--- src/rtl/adventure_fsm_gen.sv ---
// adventure_fsm_gen: seven-room adventure game engine with lives, respawn,
// a saturating accepted-move counter, an illegal-input pulse and an optional
// move-limit timeout.
//
// Optional feature: define ADV_MOVE_LIMIT_EN to enable the move-limit timeout.
//
// Parameters:
//   LIVES      lives at reset (1 .. 2^CNT_W-1)
//   CNT_W      width of the lives and move counters
//   MOVE_LIMIT accepted-move budget when the timeout is compiled in
// Ports:
//   clk        rising-edge clock
//   reset      asynchronous active-high reset
//   n, s, e, w direction buttons, sampled every rising edge
//   room       one-hot current room ([0] Cave .. [6] Graveyard)
//   win        high while in Victory Vault
//   d          high while in Grievous Graveyard
//   sword      sword held
//   lives      lives remaining
//   moves      accepted moves since reset, saturating
//   bump       one-cycle pulse after an edge that sampled an invalid input
module adventure_fsm_gen #(
  parameter int unsigned LIVES      = 1,
  parameter int unsigned CNT_W      = 4,
  parameter int unsigned MOVE_LIMIT = 12
) (
  input  logic             clk,
  input  logic             reset,
  input  logic             n,
  input  logic             s,
  input  logic             e,
  input  logic             w,
  output logic [6:0]       room,
  output logic             win,
  output logic             d,
  output logic             sword,
  output logic [CNT_W-1:0] lives,
  output logic [CNT_W-1:0] moves,
  output logic             bump
);

  // One-hot encoding doubles as the room output.
  typedef enum logic [6:0] {
    StCave   = 7'b0000001,
    StTunnel = 7'b0000010,
    StRiver  = 7'b0000100,
    StStash  = 7'b0001000,
    StDen    = 7'b0010000,
    StVault  = 7'b0100000,
    StGrave  = 7'b1000000
  } room_e;

  localparam logic [CNT_W-1:0] LivesInit = CNT_W'(LIVES);

`ifdef ADV_MOVE_LIMIT_EN
  localparam logic [CNT_W-1:0] MoveMax = CNT_W'(MOVE_LIMIT);
  logic timeout;
  assign timeout = (moves == MoveMax);
`else
  localparam logic [CNT_W-1:0] MoveMax = {CNT_W{1'b1}};
  logic timeout;
  logic unused_move_limit;
  assign timeout           = 1'b0;
  assign unused_move_limit = ^MOVE_LIMIT;
`endif

  room_e state;
  room_e dest;
  logic  exit_ok;
  logic  single;
  logic  any_btn;
  logic  [3:0] btn;

  assign btn     = {n, s, e, w};
  assign any_btn = |btn;
  // Exactly one button: non-zero with no second bit set.
  assign single  = any_btn && ((btn & (btn - 4'd1)) == 4'd0);
  assign room    = state;

  // Exit decode; only meaningful when a single button is pressed.
  always_comb begin
    exit_ok = 1'b0;
    dest    = state;
    unique case (state)
      StCave: begin
        if (e) begin exit_ok = 1'b1; dest = StTunnel; end
      end
      StTunnel: begin
        if (w)      begin exit_ok = 1'b1; dest = StCave;  end
        else if (s) begin exit_ok = 1'b1; dest = StRiver; end
      end
      StRiver: begin
        if (n)      begin exit_ok = 1'b1; dest = StTunnel; end
        else if (w) begin exit_ok = 1'b1; dest = StStash;  end
        else if (e) begin exit_ok = 1'b1; dest = StDen;    end
      end
      StStash: begin
        if (e) begin exit_ok = 1'b1; dest = StRiver; end
      end
      default: begin
        exit_ok = 1'b0;
        dest    = state;
      end
    endcase
  end

  always_ff @(posedge clk or posedge reset) begin
    if (reset) begin
      state <= StCave;
      win   <= 1'b0;
      d     <= 1'b0;
      sword <= 1'b0;
      bump  <= 1'b0;
      lives <= LivesInit;
      moves <= '0;
    end else begin
      bump <= 1'b0;
      unique case (state)
        // Den resolves unconditionally and outranks the timeout.
        StDen: begin
          if (sword) begin
            state <= StVault;
            win   <= 1'b1;
          end else if (lives > CNT_W'(1)) begin
            lives <= lives - 1'b1;
            state <= StCave;
          end else begin
            lives <= '0;
            state <= StGrave;
            d     <= 1'b1;
          end
        end
        StVault, StGrave: begin
          state <= state;
        end
        default: begin
          if (timeout) begin
            state <= StGrave;
            d     <= 1'b1;
          end else if (single && exit_ok) begin
            state <= dest;
            if (dest == StStash) sword <= 1'b1;
            if (moves != MoveMax) moves <= moves + 1'b1;
          end else if (any_btn) begin
            bump <= 1'b1;
          end
        end
      endcase
    end
  end

endmodule

--- config.mk ---
export PLATFORM = sky130hd
export DESIGN_NAME = adventure_fsm_gen
export DESIGN_NICKNAME = d
export VERILOG_FILES = /design/src/rtl/adventure_fsm_gen.sv
export SDC_FILE = /design/constraint.sdc
export NUM_CORES = 1
export LEC_CHECK = 0
export ABC_AREA = 1
export BUFFER_PORTS_ARGS = -buffer_cell sky130_fd_sc_hd__buf_2
export CAP_MARGIN = 25
export CORE_AREA = 2 2 52 54
export CTS_CLUSTER_SIZE = 20
export DETAILED_ROUTE_END_ITERATION = 10
export DIE_AREA = 0 0 54 56
export GPL_TIMING_DRIVEN = 1
export HOLD_SLACK_MARGIN = 0.1
export PLACE_DENSITY = 0.77
export SYNTH_ARGS = -nofsm -noshare
export SYNTH_HDL_FRONTEND = slang
export SYNTH_SLANG_ARGS = --single-unit
--- constraint.sdc ---
create_clock -name clk -period 2.95 [get_ports clk]
set_input_delay 0 -clock clk [delete_from_list [all_inputs] [get_ports clk]]
set_output_delay 0 -clock clk [all_outputs]
set_load 0.05 [all_outputs]
### Word level (Yosys, flattened, before mapping)

Index checks and enable logic that the tools add are counted.

* bits in registers: 19
* latch bits: 0
* bits in writable memories: 0
* ROM bits: 0
* input bits: 6
* word-level logic and storage cells: 61
* memories kept: 0

* $add $sub $neg: 3
* multiply operators: 0
* div/mod/pow operators: 0
* order comparisons: 1
* equality and inequality tests: 9
* shift-type cells: 0
* multiplexer cells: 22
* bitwise logic cells: 5
* reductions and logical operators: 14

Operators by type and width (number)
* $mux 7: 10
* $pmux 7 s4: 1
* $eq 7x4->1 const B: 2
* $pmux 7 s2: 1
* $reduce_and 3->1: 3
* $mux 1: 8
* $sub 4x1->4 const B: 2
* $eq 7x1->1 const B: 1
* $eq 7x2->1 const B: 1
* $eq 7x3->1 const B: 1
* $eq 7x5->1 const B: 1
* $eq 7x6->1 const B: 1
* $eq 7x7->1 const B: 1
* $reduce_and 2->1: 3
* $add 4x1->4 const B: 1
* $and 4x4->4: 1
* $gt 4x1->1 const B: 1
* $logic_not 4->1: 1
* $mux 4: 1
* $ne 4x4->1 const B: 1
* $not 1->1: 4
* $reduce_or 2->1: 2
* $reduce_or 4->1: 1
* $pmux 1 s3: 1
* other kinds (3): 4

### Logic depth before layout (Yosys ltp)

* depth after elaboration: 7
* gate-level depth with buffers: 11
* depth with buffers taken out: 11

### Least setup slack after synthesis

OpenSTA, ideal clock, no wires.

* kind: flip-flop to flip-flop
* from: register lives[0]
* to: register d
* setup time: 124 ps
* arrival time: 1666 ps
* setup slack: 1159 ps
* stages on the path, launching flop included: 6
* buffers on the path: 0
* period minus slack after synthesis: 1791 ps
* cells stage by stage: dfstp_2 inv_1 ha_1 o21ai_0 nor2_1 or2_1

* word-level cells in the longest chain between the ends: 3

RTL lines
* start: declaration: line 37 `output logic [CNT_W-1:0] lives,`
* start signal: assignment: line 114 `lives <= LivesInit;`
* start signal: assignment: line 125 `lives <= lives - 1'b1;`
* $gt 4x1->1: line 124 `end else if (lives > CNT_W'(1)) begin`
* $not 1->1 (no source line)
* $reduce_and 3->1 (no source line)
* end signal: assignment: line 111 `d <= 1'b0;`
* end signal: assignment: line 130 `d <= 1'b1;`
* end signal: assignment: line 139 `d <= 1'b1;`
* end: declaration: line 35 `output logic d,`

Every way passes these cells.
A chain may end at the register's enable or synchronous reset.

### Worst setup path in the final report

Ends and elaborated chain as after synthesis.

==> results list <==
- Combinational logic is responsible for ~6.4% of the overall power.
- Worst path slowest cell: sky130_fd_sc_hd__dfstp_2
- In the routed design, unresolved DRC markers number 0.
- Subtracting the final worst setup slack from the clock period gives 1.71 ns.
- Area of placed instances: between 0.001 and 0.0015 mm2
- Clk_lat worst skew: 0.29 ns
- Final cell count without fillers: 226
- Gates resized during post-CTS repair numbered 0.
* Depth of the worst hold-timing path: 4
* Area grow syn2layout: 14.5%
* Critical Path Source Type: flop
* Effective utilization at floorplan: about 53%
- Across the run, the number of max-cap violations was 0.
- Die Ht: 56 um
- Count of state elements after synthesis: 19
* Number of hold-slack violations in the final timing report: 0
- Number of rows in the core area: 18
- Number of clock buffers inserted by TritonCTS: 3
- Including well taps, the total number of placed cells is around 220.
- Net switching is 22.7% of the power.
- For this design the ratio of total power to cell area is 281 mW/mm2.
- Hold Startpoint: w
- Clock-pin slew on the worst setup and hold paths: ~0.1 ns
- Top-level I/O count: 25
* Worst setup path category: reg -> reg
- Area enclosed by the die boundary: approximately 0.003 mm2
- List of cells traversed by the critical path: inv_1 > ha_1 > o21ai_0 > nor2_1 > or2_1
- Tightest Hold Check Type: in -> reg
- Ranked by instance count, the synthesized netlist is headed by sky130_fd_sc_hd__nand2_1, sky130_fd_sc_hd__nand3_1, sky130_fd_sc_hd__dfrtp_1, sky130_fd_sc_hd__nor2_1, sky130_fd_sc_hd__inv_1.
* Worst path top cell family by delay: flip-flops
- The filler cells instantiated in the layout total between 200 and 250.
* Worst voltage drop across the vdd grid: between 0.2 and 0.25 mV
- Placer congestion estimate: approximately 0.9
* Cell Int Power: between 0.3 and 0.4 mW
- Critical-path maximum fanout: 5
- Highest clock frequency the design can meet: 0.583 GHz
- After the last flow step, the layout net total stands at about 200.
* Worst-case hold slack: approximately 0.13 ns
* Global route total overflow: 0
- Run status: finished, final reports clean
- The via count of the first global-routing pass came to between 1,000 and 1,500.
- STA classifies the critical path endpoint as a flop.
* Most frequent cell after synthesis: sky130_fd_sc_hd__nand2_1
- Avg Inst Size Synth: about 7.7 um2
* Max Root-Sink Buffers: 2
* Critical Path RT: 3.14 ns
* Clock network fraction of design power: between 30% and 40%
- Among all flip-flop cells after synthesis, the most frequent one is sky130_fd_sc_hd__dfrtp_1.
* EDFF count, synth: 0
- Setup repair after global routing missed its margin: false
* Final critical-path share of the clock period: between 50% and 60%
- Once layout is done, the placed cells without fillers occupy approximately 0.0015 mm2.
- The clock arrives with between 0.0005 and 0.0006 ns of skew.
- RR Endpoint: d$_DFFE_PP0P_
- Measured against its own limit, the worst slew margin works out to between 50 and 60%.
- The number of antenna diodes in the final layout is 0.
- Buffer type at the clock tree root: sky130_fd_sc_hd__clkbuf_4
- The die is ~54 um wide.
* Synthesized net count: 177
- Gr usage total: between 20% and 30%
* Number of cells on the worst reg-to-reg path: 5
* Count of different cell masters after synthesis: 32
- The setup check on the worst reg-to-reg path leaves a slack of roughly 1.2 ns.
- The region available for standard cell placement spans 0.00243 mm2.
- Estimated wirelength of the detail-placed design: ~2300 um
- Of the cells placed in the final design, the portion with a size suffix greater than 1 is between 30% and 40%.
- In this run the remaining antenna-violating nets after routing total 0.
- H-Tree Level Count: 1
* Async S/R FF share, synth: between 90% and 100%
- For this design the total switching power over the nets is 0.0943 mW.
- First-pass GRT wire length: around 4800 um
- Worst Tran Pin Value: 0.712 ns
- For hold timing, the worst endpoint is bump$_DFF_PP0_.
* Synth Warn #: 0
- TritonCTS built the clock tree.
* Cell taking the most area after synthesis: sky130_fd_sc_hd__dfrtp_1
- Via Count: 1,222
- Total length of routed wires: roughly 2800 um
- Number of buffers inserted by port buffering: 24
- Largest net degree at the start of global routing: 20
- Buf+Inv Stages, Crit Path: 1
- Routed via count divided by cell count: 5.41
* Antenna violations before repair: 0
- Combined flip-flop and latch cell area: ~480 um2
- Highest cell delay on the worst timing path: between 0.5 and 0.6 ns
* Seq/Total Area, Yosys: 37.1%
- Synthesis produced between 150 and 200 cells.
* Arrival @ worst endpoint: roughly 1.9 ns
* 1st-iter DRT viols: 22
* Share of total power in sequential cells: between 60% and 70%
- Total count of max-transition violations in the final report: 0
* CTS sink cnt: 19
- Dividing the detail-routed wire length by the instance count gives approximately 12 um.
- The startpoint identified for the worst register-to-register timing path is lives[0]$_DFFE_PP1P_.
- Summed over its instances, the top area cell type makes up between 30 and 40% of the synthesized netlist area.
- The first TritonRoute pass finished after 4 iterations.
* Synth area leaders: sky130_fd_sc_hd__dfrtp_1, sky130_fd_sc_hd__nand2_1, sky130_fd_sc_hd__nand3_1
- Summed over all cells, the static leakage comes to 0.833 nW.
- Adding up every negative setup slack in the final design gives 0 ns.
- The multi-input combinational cells in the finished layout cover a total of 724 um2.
- Final number of setup-violating endpoints: 0
* Total standard cell area after synthesis: between 0.001 and 0.0015 mm2
==> through the flow <==
step           setup WS (ns)  power [mW]  utilization, %
4_1_cts                 1.21       0.417            60.7
6_report                1.24       0.415            60.7
3_5_place_dp            1.23       0.291            59.2
5_1_grt                 1.08       0.438            60.7
2_1_floorplan           1.16       0.282               -
3_3_place_gp            1.32       0.291            59.2
==> worst reg2reg max path: stages (launching register included) <==
cell and delay (ns):
sky130_fd_sc_hd__dfstp_2 0.57, sky130_fd_sc_hd__inv_1 0.06, sky130_fd_sc_hd__ha_1 0.21, sky130_fd_sc_hd__o21ai_0 0.40, sky130_fd_sc_hd__nor2_1 0.14, sky130_fd_sc_hd__or2_1 0.22
==> layer usage <==
metal / GRT usage [%] / up-vias / wire length (um)
met1: 26.0 / 581 / 1080
met2: 35.2 / 34 / 1530
met4: 3.57 / 0 / 7
li1: - / 605 / -
met5: 0 / - / 0
met3: 5.65 / 2 / 200
==> state kept, by name, indices dropped and copies added (netlist names) <==
signal and flops:
win 1, lives 4, sword 1, moves 4
room 7, d 1, bump 1
==> final cells by class <==
type | count | share of cell area [%]
timing repair buffer | 25 | 8.81
tap | 30 | 2.54
sequential | 19 | 32.4
inverter | 21 | 5.42
clock buffer | 4 | 1.78
multi-input combinational | 127 | 49.1
==> worst max path at each step <==
stage	from	end	cells after the start
floorplan	lives[0]$_DFFE_PP1P_	d$_DFFE_PP0P_	5
global placement	lives[0]$_DFFE_PP1P_	d$_DFFE_PP0P_	5
detailed placement	lives[0]$_DFFE_PP1P_	d$_DFFE_PP0P_	5
CTS	lives[0]$_DFFE_PP1P_	d$_DFFE_PP0P_	5
global route	lives[0]$_DFFE_PP1P_	d$_DFFE_PP0P_	5
finish	lives[0]$_DFFE_PP1P_	d$_DFFE_PP0P_	5
==> placed cells by master, fill, tap and decap left out, drive strengths merged, types with 3 or more instances in the layout <==
cell and n:
buf 24, clkbuf 4, dfrtp 17, ha 3
inv 20, nand2 53, nand3 20, nand4 5
nor2 20, o21ai 12
==> logic make-up (layout without fill, tap and decap cells) <==
kind of cell,count (synthesis),after routing,synth area share (%)
flops,19,19,37.1
compound gates,17,17,7.18
simple gates,104,104,44.0
buf+inv,22,50,6.79
xor+xnor,3,3,2.04
fa+ha+maj,3,3,2.91
==> repair_timing <==
item                      CTS  global route
hold buffers                1             0
setup buffers               0             0
hold endpoints to repair   17             0
==> power groups by stage <==
stage                     clock, mW  combinational, mW  sequential (mW)
after detailed placement          0             0.0255            0.266
after CTS                     0.129             0.0265            0.261
after floorplan                   0             0.0151            0.267
after global routing          0.147             0.0300            0.261
final                         0.127             0.0264            0.261
after global placement            0             0.0253            0.266
(Power assumes the default switching activity.)
